`config.mk`:
```
export PLATFORM = sky130hd
export DESIGN_NAME = fetch_stage
export DESIGN_NICKNAME = d
export VERILOG_FILES = /design/src/rtl/mips_pkg.sv /design/src/rtl/if_id_reg.sv /design/src/rtl/fetch_stage.sv
export SDC_FILE = /design/constraint.sdc
export NUM_CORES = 1
export LEC_CHECK = 0
export CAP_MARGIN = 20
export CELL_PAD_IN_SITES_DETAIL_PLACEMENT = 2
export CELL_PAD_IN_SITES_GLOBAL_PLACEMENT = 2
export CORE_ASPECT_RATIO = 0.9
export CORE_MARGIN = 4
export CORE_UTILIZATION = 25
export DETAILED_ROUTE_END_ITERATION = 8
export GPL_TIMING_DRIVEN = 0
export PLACE_DENSITY_LB_ADDON = 0.05
export SLEW_MARGIN = 30
export SYNTH_ARGS = -nofsm -noshare
export SYNTH_HDL_FRONTEND = slang
export SYNTH_SLANG_ARGS = --single-unit
```
`constraint.sdc`:
```
create_clock -name Clk -period 4.8 [get_ports Clk]
set_clock_uncertainty 0.05 [all_clocks]
set_input_delay 0.96 -clock Clk [delete_from_list [all_inputs] [get_ports Clk]]
set_output_delay 0.96 -clock Clk [all_outputs]
set_load 0.03 [all_outputs]
```
`src/rtl/mips_pkg.sv`:
```
// Shared MIPS pipeline constants, fetch reset defaults and the word-alignment helper.
package mips_pkg;

  localparam int WORD_W = 32;

  localparam logic [WORD_W-1:0] RESET_PC_DEFAULT = 32'h0000_0000;
  localparam logic [WORD_W-1:0] NOP_WORD_DEFAULT = 32'h0000_0000;

  // Primary opcode field values shared with decode.
  localparam logic [5:0] OP_RTYPE = 6'h00;
  localparam logic [5:0] OP_J     = 6'h02;
  localparam logic [5:0] OP_JAL   = 6'h03;
  localparam logic [5:0] OP_BEQ   = 6'h04;
  localparam logic [5:0] OP_BNE   = 6'h05;
  localparam logic [5:0] OP_ADDI  = 6'h08;
  localparam logic [5:0] OP_LW    = 6'h23;
  localparam logic [5:0] OP_SW    = 6'h2B;

  function automatic logic [WORD_W-1:0] align_word(input logic [WORD_W-1:0] addr);
    align_word = {addr[WORD_W-1:2], 2'b00};
  endfunction

endpackage

```
`src/rtl/if_id_reg.sv`:
```
// Pipeline register carrying {instruction, PC+4, valid}; flush inserts a bubble, hold freezes it.
module if_id_reg
  import mips_pkg::*;
#(
  parameter logic [WORD_W-1:0] NOP_WORD = NOP_WORD_DEFAULT
) (
  input  logic              clk,
  input  logic              rst,
  input  logic              flush,
  input  logic              hold,
  input  logic [WORD_W-1:0] in_instruction,
  input  logic [WORD_W-1:0] in_pc_plus4,
  output logic [WORD_W-1:0] instruction,
  output logic [WORD_W-1:0] pc_plus4,
  output logic              valid
);

  // Flush outranks hold so a squashed instruction never lingers behind a stall.
  always_ff @(posedge clk or posedge rst) begin
    if (rst) begin
      instruction <= NOP_WORD;
      pc_plus4    <= 32'd0;
      valid       <= 1'b0;
    end else if (flush) begin
      instruction <= NOP_WORD;
      pc_plus4    <= 32'd0;
      valid       <= 1'b0;
    end else if (hold) begin
      instruction <= instruction;
      pc_plus4    <= pc_plus4;
      valid       <= valid;
    end else begin
      instruction <= in_instruction;
      pc_plus4    <= in_pc_plus4;
      valid       <= 1'b1;
    end
  end

endmodule

```
`src/rtl/fetch_stage.sv`:
```
// Instruction-fetch stage: PC register, next-PC selection (branch > jump > stall > PC+4),
// IF/ID register and a count of instructions accepted into IF/ID.
module fetch_stage
  import mips_pkg::*;
#(
  parameter logic [WORD_W-1:0] RESET_PC = RESET_PC_DEFAULT,
  parameter logic [WORD_W-1:0] NOP_WORD = NOP_WORD_DEFAULT
) (
  input  logic              Clk,
  input  logic              Reset,
  input  logic              Stall,
  input  logic              JumpEn,
  input  logic [WORD_W-1:0] JumpTarget,
  input  logic              BranchEn,
  input  logic [WORD_W-1:0] BranchTarget,
  output logic [WORD_W-1:0] InstrAddress,
  input  logic [WORD_W-1:0] InstrData,
  output logic [WORD_W-1:0] IFID_Instruction,
  output logic [WORD_W-1:0] IFID_PCPlus4,
  output logic              IFID_Valid,
  output logic [WORD_W-1:0] PC,
  output logic [WORD_W-1:0] FetchCount
);

  logic [WORD_W-1:0] pc_value;
  logic [WORD_W-1:0] pc_plus4;
  logic [WORD_W-1:0] next_pc;
  logic [WORD_W-1:0] fetch_count;
  logic              flush;
  logic              load;

  // Branch belongs to the older instruction, so it beats the jump; any redirect beats stall.
  always_comb begin
    pc_plus4 = pc_value + 32'd4;
    flush    = BranchEn | JumpEn;
    load     = ~flush & ~Stall;
    next_pc  = pc_plus4;
    if (BranchEn) begin
      next_pc = align_word(BranchTarget);
    end else if (JumpEn) begin
      next_pc = align_word(JumpTarget);
    end else if (Stall) begin
      next_pc = pc_value;
    end else begin
      next_pc = pc_plus4;
    end
  end

  // Program counter register.
  always_ff @(posedge Clk or posedge Reset) begin
    if (Reset) begin
      pc_value <= align_word(RESET_PC);
    end else begin
      pc_value <= next_pc;
    end
  end

  // Counts only edges where IF/ID accepts a freshly fetched word.
  always_ff @(posedge Clk or posedge Reset) begin
    if (Reset) begin
      fetch_count <= 32'd0;
    end else if (load) begin
      fetch_count <= fetch_count + 32'd1;
    end else begin
      fetch_count <= fetch_count;
    end
  end

  if_id_reg #(
    .NOP_WORD(NOP_WORD)
  ) u_if_id_reg (
    .clk           (Clk),
    .rst           (Reset),
    .flush         (flush),
    .hold          (Stall),
    .in_instruction(InstrData),
    .in_pc_plus4   (pc_plus4),
    .instruction   (IFID_Instruction),
    .pc_plus4      (IFID_PCPlus4),
    .valid         (IFID_Valid)
  );

  assign InstrAddress = align_word(pc_value);
  assign PC           = pc_value;
  assign FetchCount   = fetch_count;

endmodule

```
==> qor.yml <==
yosys:
  synth-xor-area-share_pct: 7.91
  synth_mux_area_share_pct: 5.76
  synth_most_common_cell: "dfrtp_1"
  synth_fa_ha_area_share_pct: 0.377
  synth.yosys.seq_area_share_pct: 47.1
  yosys_warnings: 0
  synth_cell_types: 50
  synthSimpleGateAreaFrac_pct: 16.4
  syn-cell-area_sq_um: 6640
  synth_compound_area_share_pct: 15.1
  synth_top_cell_area_share_pct: 47.1
  netlist_instances: 702
  synth_edf_count: 0
  synthArstFlopShare_pct: 100
  synth_top_family_by_area: "simple AND/OR/NAND/NOR gates"
  ys_top_cells_by_count: "125 x dfrtp_1, 81 x a21oi_1, 65 x nor2_1"
  yosysTopAreaCell: "dfrtp_1"
  avgSynthCellArea_sq_um: 9.46
  netlist_top_cells_area: "dfrtp_1 47%, a21oi_1 6.1%, mux2i_1 5.4%"
  ys_ff_latch: 125
  ys.flop_type: "dfrtp_1"
worst_setup_path:
  crit_fanout: 10
  critical_path_class: "input port to flip-flop"
  r2r_cells: 6
  timing.rr.end: "PC[20]$_DFFE_PP0P_"
  cp-end-kind: "flip-flop"
  startpoint_type: "input port"
  arrival_ns: 3.59
  required_ns: 5.04
  rrSetupSlack_ns: 2.19
  worst_r2r_startpoint: "PC[2]$_DFFE_PP0P_"
detailed_routing:
  wl_per_cell_microns: 20.6
  postRouteAntennaNets: 0
  post-route-drc-count: 0
  drtPass1Iterations: 5
  drtIter0Drc: 192
  vias_per_cell: 4.72
  routed_wirelength_mm: 27.6
  route.vias.total: 6322
global_routing:
  antenna_found_initial: 0
  busiest_layer: "met2"
  grt_max_degree: 71
  grt_usage_pct: 18.8
  grt_pass1_vias: 7006
  grt_overflow_total: 0
  grt_pass1_wl_mm: 42.6
  gr-usage-met1_pct: 25.4
  use_met2_pct: 30.7
  met3_usage_pct: 5.23
power:
  share_seq_of_total_power_pct: 35.5
  combPwrFrac_pct: 26.1
  ir_drop_uv: 215
  swShare_pct: 34.3
  switchingPower_mw: 1.19
  p_clk_share_pct: 38.5
  p_per_area_nw_per_um2: 339
  p_int_mw: 2.27
  leakagePower_nw: 4.26
finish:
  nFillCells: 2874
  multi_input_area_sq_um: 3050
  final_util_pct: 39.1
  finalInstanceArea_sq_um: 10200
  seq_area_sq_um: 3130
  final_nets: 1080
  area_delta_synth_final_pct: 53.9
  drive_above_1_share_pct: 9.29
timing:
  tightest_slew_ns: 0.859
  setup_ws_ns: 1.46
  final_hold_viol_count: 0
  finalCritPeriodShare_pct: 69.7
  slew_headroom_pct: 42.5
  holdWs_ns: 0.427
  max_freq_ghz: 0.299
  fin_setup_tns_ns: 0
  period_needed_ns: 3.34
  slew_viol_final: 0
  setup_viol: 0
  rsz0062_at_grt: "false"
clock_tree:
  clk_latency_ns: 0.43
  root_buffer: "clkbuf_16"
  numCtsBuffers: 17
  cts_max_path_buffers: 2
  cts.htree.levels: 4
  cts_setup_buffers: 0
  holdBufCountCts: 0
  cts_tree: "yes"
  clock_sinks: 125
  ctsResizeCount: 0
  cts.reportedPaths.clkPinSlew_ns: 0.06
floorplanning:
  core_sq_um: 26100
  die_height_microns: 163
  die_x_microns: 180
  rows: 56
  die-area_sq_um: 29300
  start_util_pct: 25.4
  pin_count: 262
place:
  gp_congestion: 0.778
  hpwlAfterDp_mm: 20.7
  dp_slack_ns: 1.05
  placement.io_buffers: 250
  place_area_sq_um: 9640
worst_hold_path:
  hp-start: "FetchCount[31]$_DFFE_PP0P_"
  hp-class: "flip-flop to flip-flop"
  whs_path_depth: 1
  min_to: "FetchCount[31]$_DFFE_PP0P_"
outcome:
  outcome: "completed"
run:
  drv_cap: 0
==> area by class of cell <==
cell class / count / share of cell area, %
flip-flops and latches: 125 / 30.6
multi-input cells: 493 / 29.8
repair buffers: 251 / 24.7
clock buffers: 18 / 4.30
plain buffers: 77 / 4.30
well taps: 348 / 4.26
clock inverters: 14 / 1.43
inverters: 12 / 0.514
diodes: 1 / 0.0245
==> power by group through the flow <==
| stage | clock network (mW) | logic (mW) | registers, mW |
|---|---|---|---|
| global route | 1.42 | 0.967 | 1.25 |
| floorplan | 0 | 0.372 | 1.36 |
| global placement | 0 | 0.896 | 1.25 |
| CTS | 1.37 | 0.914 | 1.23 |
| finish | 1.33 | 0.902 | 1.23 |
| detailed placement | 0 | 0.908 | 1.25 |
==> flip-flops by register name, summed over array words and instances, names as in the netlist <==
register / count
u_if_id_reg.valid: 1
u_if_id_reg.instruction: 32
FetchCount: 32
u_if_id_reg.pc_plus4: 30
PC: 30
==> kinds of logic after synthesis <==
| family | after synthesis |
|---|---|
| buffers and inverters | 89 |
| DFF | 125 |
| xor gates and xnor gates | 60 |
| AOI/OAI and AO/OA | 174 |
| and+or+nand+nor | 213 |
| muxes | 38 |
| adders and majority gates | 2 |
| other | 1 |
==> per-stage QoR <==
stage / instances / total power [mW]
6_report: 1339 / 3.46
3_5_place_dp: 1306 / 2.16
5_1_grt: 1338 / 3.63
3_3_place_gp: 1305 / 2.14
4_1_cts: 1338 / 3.51
2_1_floorplan: 707 / 1.73
==> worst max-delay path, stage by stage <==
cell             delay (ns)
clkdlybuf4s50_1        0.46
clkbuf_1               0.25
or2_2                  0.35
clkbuf_1               0.18
nor2_1                 0.68
buf_2                  0.46
a21oi_1                0.08
nor2_1                 0.11
a21oi_1                0.05
==> worst max path at each step <==
stage | startpoint | to | slack (ns) | cells past startpoint
after global routing | BranchEn | PC[5]$_DFFE_PP0P_ | 1.24 | 9
after global placement | Reset | PC[15]$_DFFE_PP0P_ | -2.05 | 2
after detailed placement | BranchEn | u_if_id_reg.instruction[15]$_DFFE_PP0P_ | 1.05 | 7
after CTS | BranchEn | u_if_id_reg.instruction[18]$_DFFE_PP0P_ | 1.46 | 7
after floorplan | Reset | FetchCount[0]$_DFFE_PP0P_ | 0.46 | 1
final | BranchEn | PC[5]$_DFFE_PP0P_ | 1.46 | 9
==> cell usage in the layout (no fill, tap or decap), drive strengths merged, types with 3 or more instances in the layout <==
| master | n |
|---|---|
| nor4 | 4 |
| clkbuf | 46 |
| and3 | 9 |
| or2 | 4 |
| o31ai | 4 |
| nor3 | 11 |
| o21a | 7 |
| a2bb2oi | 11 |
| xnor2 | 41 |
| nand2b | 6 |
| conb | 6 |
| a211oi | 3 |
| and4 | 4 |
| a22oi | 9 |
| buf | 50 |
| nand3 | 19 |
| a21oi | 81 |
| nand4 | 23 |
| mux2i | 36 |
| dfrtp | 125 |
| clkdlybuf4s50 | 250 |
| xor2 | 19 |
| nor2 | 66 |
| o22a | 3 |
| and2 | 7 |
| nand2 | 54 |
| inv | 21 |
| o21ai | 49 |
==> routing by layer <==
layer | vias up | routed length (microns)
met1 | 3195 | 12900
met2 | 150 | 13000
li1 | 2970 | -
met3 | 7 | 1530
met4 | 0 | 127
met5 | - | 0
Note: power is estimated with default switching activity, not from simulation.
